$ cat src/rtl/imm_extend_unit_pkg.sv
// Shared types and width helpers for the immediate extension unit.
package imm_extend_unit_pkg;

    typedef enum logic {
        IDLE  = 1'b0,
        ACCUM = 1'b1
    } state_t;

    localparam int DEF_IN_W    = 3;
    localparam int DEF_OUT_W   = 8;
    localparam int DEF_MAX_PFX = 2;

    // Width of the fully assembled word: every held prefix plus the final chunk.
    function automatic int asm_width(input int in_w, input int max_pfx);
        return in_w * (max_pfx + 1);
    endfunction

endpackage

$ cat src/rtl/imm_extend_unit_ext_core.sv
// Combinational extend/truncate of an assembled immediate whose live width is
// asm_len chunks, with overflow detection when it does not fit OUT_W.
module ext_core
    import imm_extend_unit_pkg::*;
#(
    parameter int IN_W    = DEF_IN_W,
    parameter int OUT_W   = DEF_OUT_W,
    parameter int MAX_PFX = DEF_MAX_PFX,
    localparam int ASM_W  = asm_width(IN_W, MAX_PFX),
    localparam int LEN_W  = $clog2(MAX_PFX + 2)
) (
    input  logic [ASM_W-1:0] asm_word,
    input  logic [LEN_W-1:0] asm_len,
    input  logic             is_signed,
    output logic [OUT_W-1:0] ext_data,
    output logic             ext_ovf
);

    localparam int EXT_W = (ASM_W > OUT_W) ? ASM_W : OUT_W;

    logic [EXT_W-1:0] ext;
    logic             fill;
    int               asm_bits;

    // Everything above the live width is replaced by the fill bit.
    always_comb begin
        asm_bits = IN_W * int'(asm_len);
        fill     = 1'b0;
        for (int i = 0; i < ASM_W; i++) begin
            if (i == asm_bits - 1) begin
                fill = is_signed & asm_word[i];
            end
        end
        ext = EXT_W'(asm_word);
        for (int i = 0; i < EXT_W; i++) begin
            if (i >= asm_bits) begin
                ext[i] = fill;
            end
        end
    end

    always_comb begin
        ext_ovf = 1'b0;
        for (int i = OUT_W; i < EXT_W; i++) begin
            if (is_signed) begin
                if (ext[i] != ext[OUT_W-1]) begin
                    ext_ovf = 1'b1;
                end
            end else if (ext[i]) begin
                ext_ovf = 1'b1;
            end
        end
    end

    assign ext_data = ext[OUT_W-1:0];

endmodule

$ cat src/rtl/imm_extend_unit.sv
// Assembles prefix chunks and a final chunk into one immediate, then registers
// the sign- or zero-extended result behind a valid/ready output.
module imm_extend_unit
    import imm_extend_unit_pkg::*;
#(
    parameter int IN_W    = DEF_IN_W,
    parameter int OUT_W   = DEF_OUT_W,
    parameter int MAX_PFX = DEF_MAX_PFX
) (
    input  logic            clk,
    input  logic            rst,
    input  logic            in_valid,
    output logic            in_ready,
    input  logic [IN_W-1:0] in_field,
    input  logic            in_prefix,
    input  logic            in_signed,
    input  logic            in_flush,
    output logic            out_valid,
    input  logic            out_ready,
    output logic [OUT_W-1:0] out_data,
    output logic            out_ovf
);

    localparam int ASM_W = asm_width(IN_W, MAX_PFX);
    localparam int PFX_W = IN_W * MAX_PFX;
    localparam int CNT_W = $clog2(MAX_PFX + 1);
    localparam int LEN_W = $clog2(MAX_PFX + 2);
    localparam logic [CNT_W-1:0] CNT_MAX = CNT_W'(MAX_PFX);

    state_t           state, state_n;
    logic [PFX_W-1:0] acc, acc_n;
    logic [CNT_W-1:0] cnt, cnt_n;
    logic             lost, lost_n;
    logic             in_xfer, take_pfx, take_final;
    logic [LEN_W-1:0] asm_len;
    logic [OUT_W-1:0] core_data;
    logic             core_ovf;

    always_ff @(posedge clk) begin
        if (rst) begin
            state     <= IDLE;
            acc       <= '0;
            cnt       <= '0;
            lost      <= 1'b0;
            out_valid <= 1'b0;
            out_data  <= '0;
            out_ovf   <= 1'b0;
        end else begin
            state <= state_n;
            acc   <= acc_n;
            cnt   <= cnt_n;
            lost  <= lost_n;
            if (take_final) begin
                out_valid <= 1'b1;
                out_data  <= core_data;
                out_ovf   <= core_ovf | lost;
            end else if (out_ready) begin
                out_valid <= 1'b0;
            end
        end
    end

    // A flush swallows whatever chunk is transferred alongside it.
    always_comb begin
        state_n    = state;
        acc_n      = acc;
        cnt_n      = cnt;
        lost_n     = lost;
        in_xfer    = in_valid && in_ready;
        take_pfx   = in_xfer && in_prefix && !in_flush;
        take_final = in_xfer && !in_prefix && !in_flush;
        if (in_flush || take_final) begin
            state_n = IDLE;
            acc_n   = '0;
            cnt_n   = '0;
            lost_n  = 1'b0;
        end else if (take_pfx) begin
            state_n = ACCUM;
            acc_n   = (acc << IN_W) | PFX_W'(in_field);
            if (cnt == CNT_MAX) begin
                lost_n = 1'b1;
            end else begin
                cnt_n = cnt + CNT_W'(1);
            end
        end
    end

    always_comb begin
        in_ready = !out_valid || out_ready;
        asm_len  = (state == IDLE) ? LEN_W'(1) : LEN_W'(cnt) + LEN_W'(1);
    end

    ext_core #(
        .IN_W    (IN_W),
        .OUT_W   (OUT_W),
        .MAX_PFX (MAX_PFX)
    ) u_ext_core (
        .asm_word  ({acc, in_field}),
        .asm_len   (asm_len),
        .is_signed (in_signed),
        .ext_data  (core_data),
        .ext_ovf   (core_ovf)
    );

endmodule

$ cat config.mk
export PLATFORM = sky130hd
export DESIGN_NAME = imm_extend_unit
export DESIGN_NICKNAME = d
export VERILOG_FILES = /design/src/rtl/imm_extend_unit_pkg.sv /design/src/rtl/imm_extend_unit_ext_core.sv /design/src/rtl/imm_extend_unit.sv
export SDC_FILE = /design/constraint.sdc
export NUM_CORES = 1
export LEC_CHECK = 0
export CAP_MARGIN = 20
export CORE_ASPECT_RATIO = 0.75
export CORE_MARGIN = 2
export CORE_UTILIZATION = 51
export CTS_CLUSTER_DIAMETER = 200
export DETAILED_ROUTE_END_ITERATION = 10
export GPL_TIMING_DRIVEN = 0
export HOLD_SLACK_MARGIN = 0.02
export MAX_ROUTING_LAYER = met4
export PLACE_DENSITY_LB_ADDON = 0.25
export SLEW_MARGIN = 20
export SYNTH_ARGS = -nofsm -noshare
export SYNTH_HDL_FRONTEND = slang
export SYNTH_SLANG_ARGS = --single-unit
$ cat constraint.sdc
create_clock -name clk -period 3.6 [get_ports clk]
set_input_delay 0.72 -clock clk [delete_from_list [all_inputs] [get_ports clk]]
set_output_delay 0.72 -clock clk [all_outputs]
set_load 0.05 [all_outputs]
==> summary.txt <==
Yosys
  • Fraction of registers with async set/reset: 0%
  • Syn Nets: 111
  • Register area share after synthesis: 45.26%
  • Mean Syn Cell Area: 8.846 um2
  • Top FF cell, synth: dfxtp_1
  • Synthesized area: 884.6 um2
  • Top cell type's share of synthesized area: 45.26%
  • Number of enable flip-flop cells after synthesis: 0
  • Synth Register Bits: 20
  • Syn Inst Count: 100
  • Area contributors post-synth: dfxtp_1 45%, mux2i_1 6.8%, nor2_1 6.8%, a21oi_1 5.7%, a211oi_1 2.5%
  • Cell variety after synth: 29
  • Yosys warnings: 0
  • Synth top cells by count: 20 x dfxtp_1, 16 x nor2_1, 10 x a21oi_1, 6 x mux2i_1, 6 x nand2_1
  • Top-count cell post-synth: dfxtp_1
  • Synth area leader: dfxtp_1

Clock network
  • CTS Hold Bufs: 0
  • Clk_lat worst skew: 0.30 ns
  • Cts bufs inserted: 3
  • Clock Root Buffer: clkbuf_4
  • Sink Count: 20
  • Post-cts repair resize count: 0
  • Clock Pin Slew Worst Setup and Hold Paths: 0.11 ns
  • H-Tree Depth: 1
  • Clock buffer depth: 2
  • CTS tree: built
  • Post-CTS setup buffers: 0

Setup path
  • Nature of the critical path endpoint: output pin
  • FF-to-FF setup slack: 1.67 ns
  • Worst path arrival time: 2.14 ns
  • Crit-path most repeated cell: clkdlybuf4s50_1
  • Startpoint types: input port
  • R2R Path Start: cnt[0]$_SDFFE_PP0P_
  • Crit-path cells: clkdlybuf4s50_1, nor2b_4, inv_2, clkdlybuf4s50_1
  • Slowest CP cell: clkdlybuf4s50_1
  • Crit path kind: input port to output pin
  • Crit path buf inv count: 3
  • CP required: 2.88 ns
  • Crit-path leading delay family: buffers and inverters
  • FF-to-FF End: out_ovf$_SDFFE_PP0P_
  • CP Max Fanout: 4
  • Reg2reg path depth: 6
  • CP peak stage delay: 0.79 ns

STA
  • RSZ-0062 raised after global routing: false
  • Pin slew with the least headroom to its limit: 0.7189 ns
  • Fin Clk Skew: 0.001535 ns
  • Tmin final: 2.856 ns
  • Max transition margin: 51.75%
  • Fin Setup TNS: 0 ns
  • Slew Viols, Final: 0
  • Final hold vios: 0
  • Setup Viol. Count Final: 0
  • Period utilization: 79.33%
  • Post-route setup slack: 0.7440 ns
  • Worst hold slack: 0.4604 ns
  • Highest Clock Rate: 0.3501 GHz

Floorplanning
  • # rows: 12
  • Die span in x: 52.09 um
  • Top-level port count: 21
  • Area of the core: 1546 um2
  • Die area: 2087 um2
  • Die H: 40.07 um
  • Initial core utilization: 57.20%

Detailed routing
  • Post-DRT Antenna Nets: 0
  • Initial DRC Count: 24
  • Via density: 5.669
  • Via count: 822
  • DRC: 0
  • WL/cell: 13.77 um
  • Drt total wl: 1996 um
  • Initial DRT Pass Iterations: 5

Global route
  • First-pass GRT wire length: 3215 um
  • M2 GR Usage: 41.14%
  • Vias in the first global route: 746
  • Grt ovf: 0
  • Met3 Track Usage GR: 7.090%
  • Gr busiest metal: met2
  • Initial antenna violation count: 0
  • Met1 Track Usage GR: 24.66%
  • Pin count of the biggest net entering global routing: 12
  • GRT Total Usage: 23.25%

Layout
  • Final #Nets: 136
  • Share of cells above drive strength 1: 11.29%
  • Antenna cell count: 0
  • Synthesis-to-finish area growth: 29.70%
  • Layout Utilization: 74.19%
  • Design area: 1147 um2

Pwr
  • Part of the power in registers: 53.9%
  • Combinational share of power: 15.5%
  • Pleak: 0.4233 nW
  • Peak supply drop: 0.2535 mV
  • Int Pwr: 0.0003151 W
  • Switch Pwr: 0.0001113 W
  • Sw Share: 26.10%
  • Pwr Density: 371.7 nW/um2
  • Clock Power Share: 30.6%

Worst hold path
  • Worst Hold End: out_data[1]$_SDFFE_PP0P_
  • Hold path cells: 2
  • Hold crit path type: flip-flop to flip-flop
  • Min-delay src: out_data[1]$_SDFFE_PP0P_

Placed design
  • Half-perimeter wire length after placement: 1501 um
  • Post-Place Worst Slack: 0.7376 ns
  • Port bufs: 20
  • Routability congestion estimate: 0.7406
  • DP Area: 1111 um2

Flow run
  • Max-cap violation count: 0

Status
  • Status: completed
## tightest hold or removal path: cells and delay by family (launching register included)
kind / cells / cell delay [ns]
compound gates: 1 / 0.05
flops: 1 / 0.33
simple gates: 1 / 0.05
## cells by family (layout without fill, tap and decap cells)
family | Yosys count | after routing | synth area share [%]
mux | 6 | 6 | 6.790
fa+ha+maj | 1 | 1 | 1.414
compound gates | 24 | 24 | 18.67
flops | 20 | 20 | 45.26
buf+inv | 8 | 32 | 3.676
simple gates | 41 | 41 | 24.19
## per-stage QoR
stage | total power [W] | instances
detailed placement | 0.0003006 | 141
floorplan | 0.0002737 | 100
CTS | 0.0004282 | 145
global route | 0.0004416 | 145
finish | 0.0004264 | 145
global placement | 0.0002994 | 141
## flip-flops by register name (all words and copies together) (netlist names)
signal / count
acc: 6
state: 1
out_valid: 1
lost: 1
cnt: 2
out_ovf: 1
out_data: 8
## worst max-delay path by stage
stage	from	endpoint	slack (ns)	depth (start not counted)
2_1_floorplan	out_valid$_SDFFE_PP0P_	acc[0]$_SDFFE_PP0P_	1.84	6
3_3_place_gp	out_ready	in_ready	0.75	4
3_5_place_dp	out_ready	in_ready	0.74	4
4_1_cts	out_ready	in_ready	0.74	4
5_1_grt	out_ready	in_ready	0.71	4
6_report	out_ready	in_ready	0.74	4
## placed cells by master (no fill, tap or decap), types with 4 or more instances in the layout
cell type	n
inv_1	4
nor2_1	16
nand3_1	4
mux2i_1	6
nand2_1	6
clkdlybuf4s50_1	20
a21oi_1	10
dfxtp_1	20
## metal layers
metal	vias up	share of wire, %
li1	406	-
met1	379	40
met2	32	51
met3	5	8.2
met4	0	1.7
met5	-	0
## power groups by stage
stage | registers, W | logic, W | clock network (W)
3_5_place_dp | 0.000235 | 0.0000658 | 0
2_1_floorplan | 0.000250 | 0.0000236 | 0
5_1_grt | 0.000231 | 0.0000705 | 0.000141
6_report | 0.000230 | 0.0000662 | 0.000130
3_3_place_gp | 0.000235 | 0.0000649 | 0
4_1_cts | 0.000230 | 0.0000663 | 0.000132
## layout make-up
type | instances | area [um2]
inverter | 5 | 18.77
buffer | 3 | 13.76
tap | 21 | 26.28
clock buffer | 4 | 36.28
fill | 112 | 399.1
sequential | 20 | 400.4
multi-input combinational | 72 | 451.7
timing repair buffer | 20 | 200.2
Note: power is estimated with default switching activity, not from simulation.
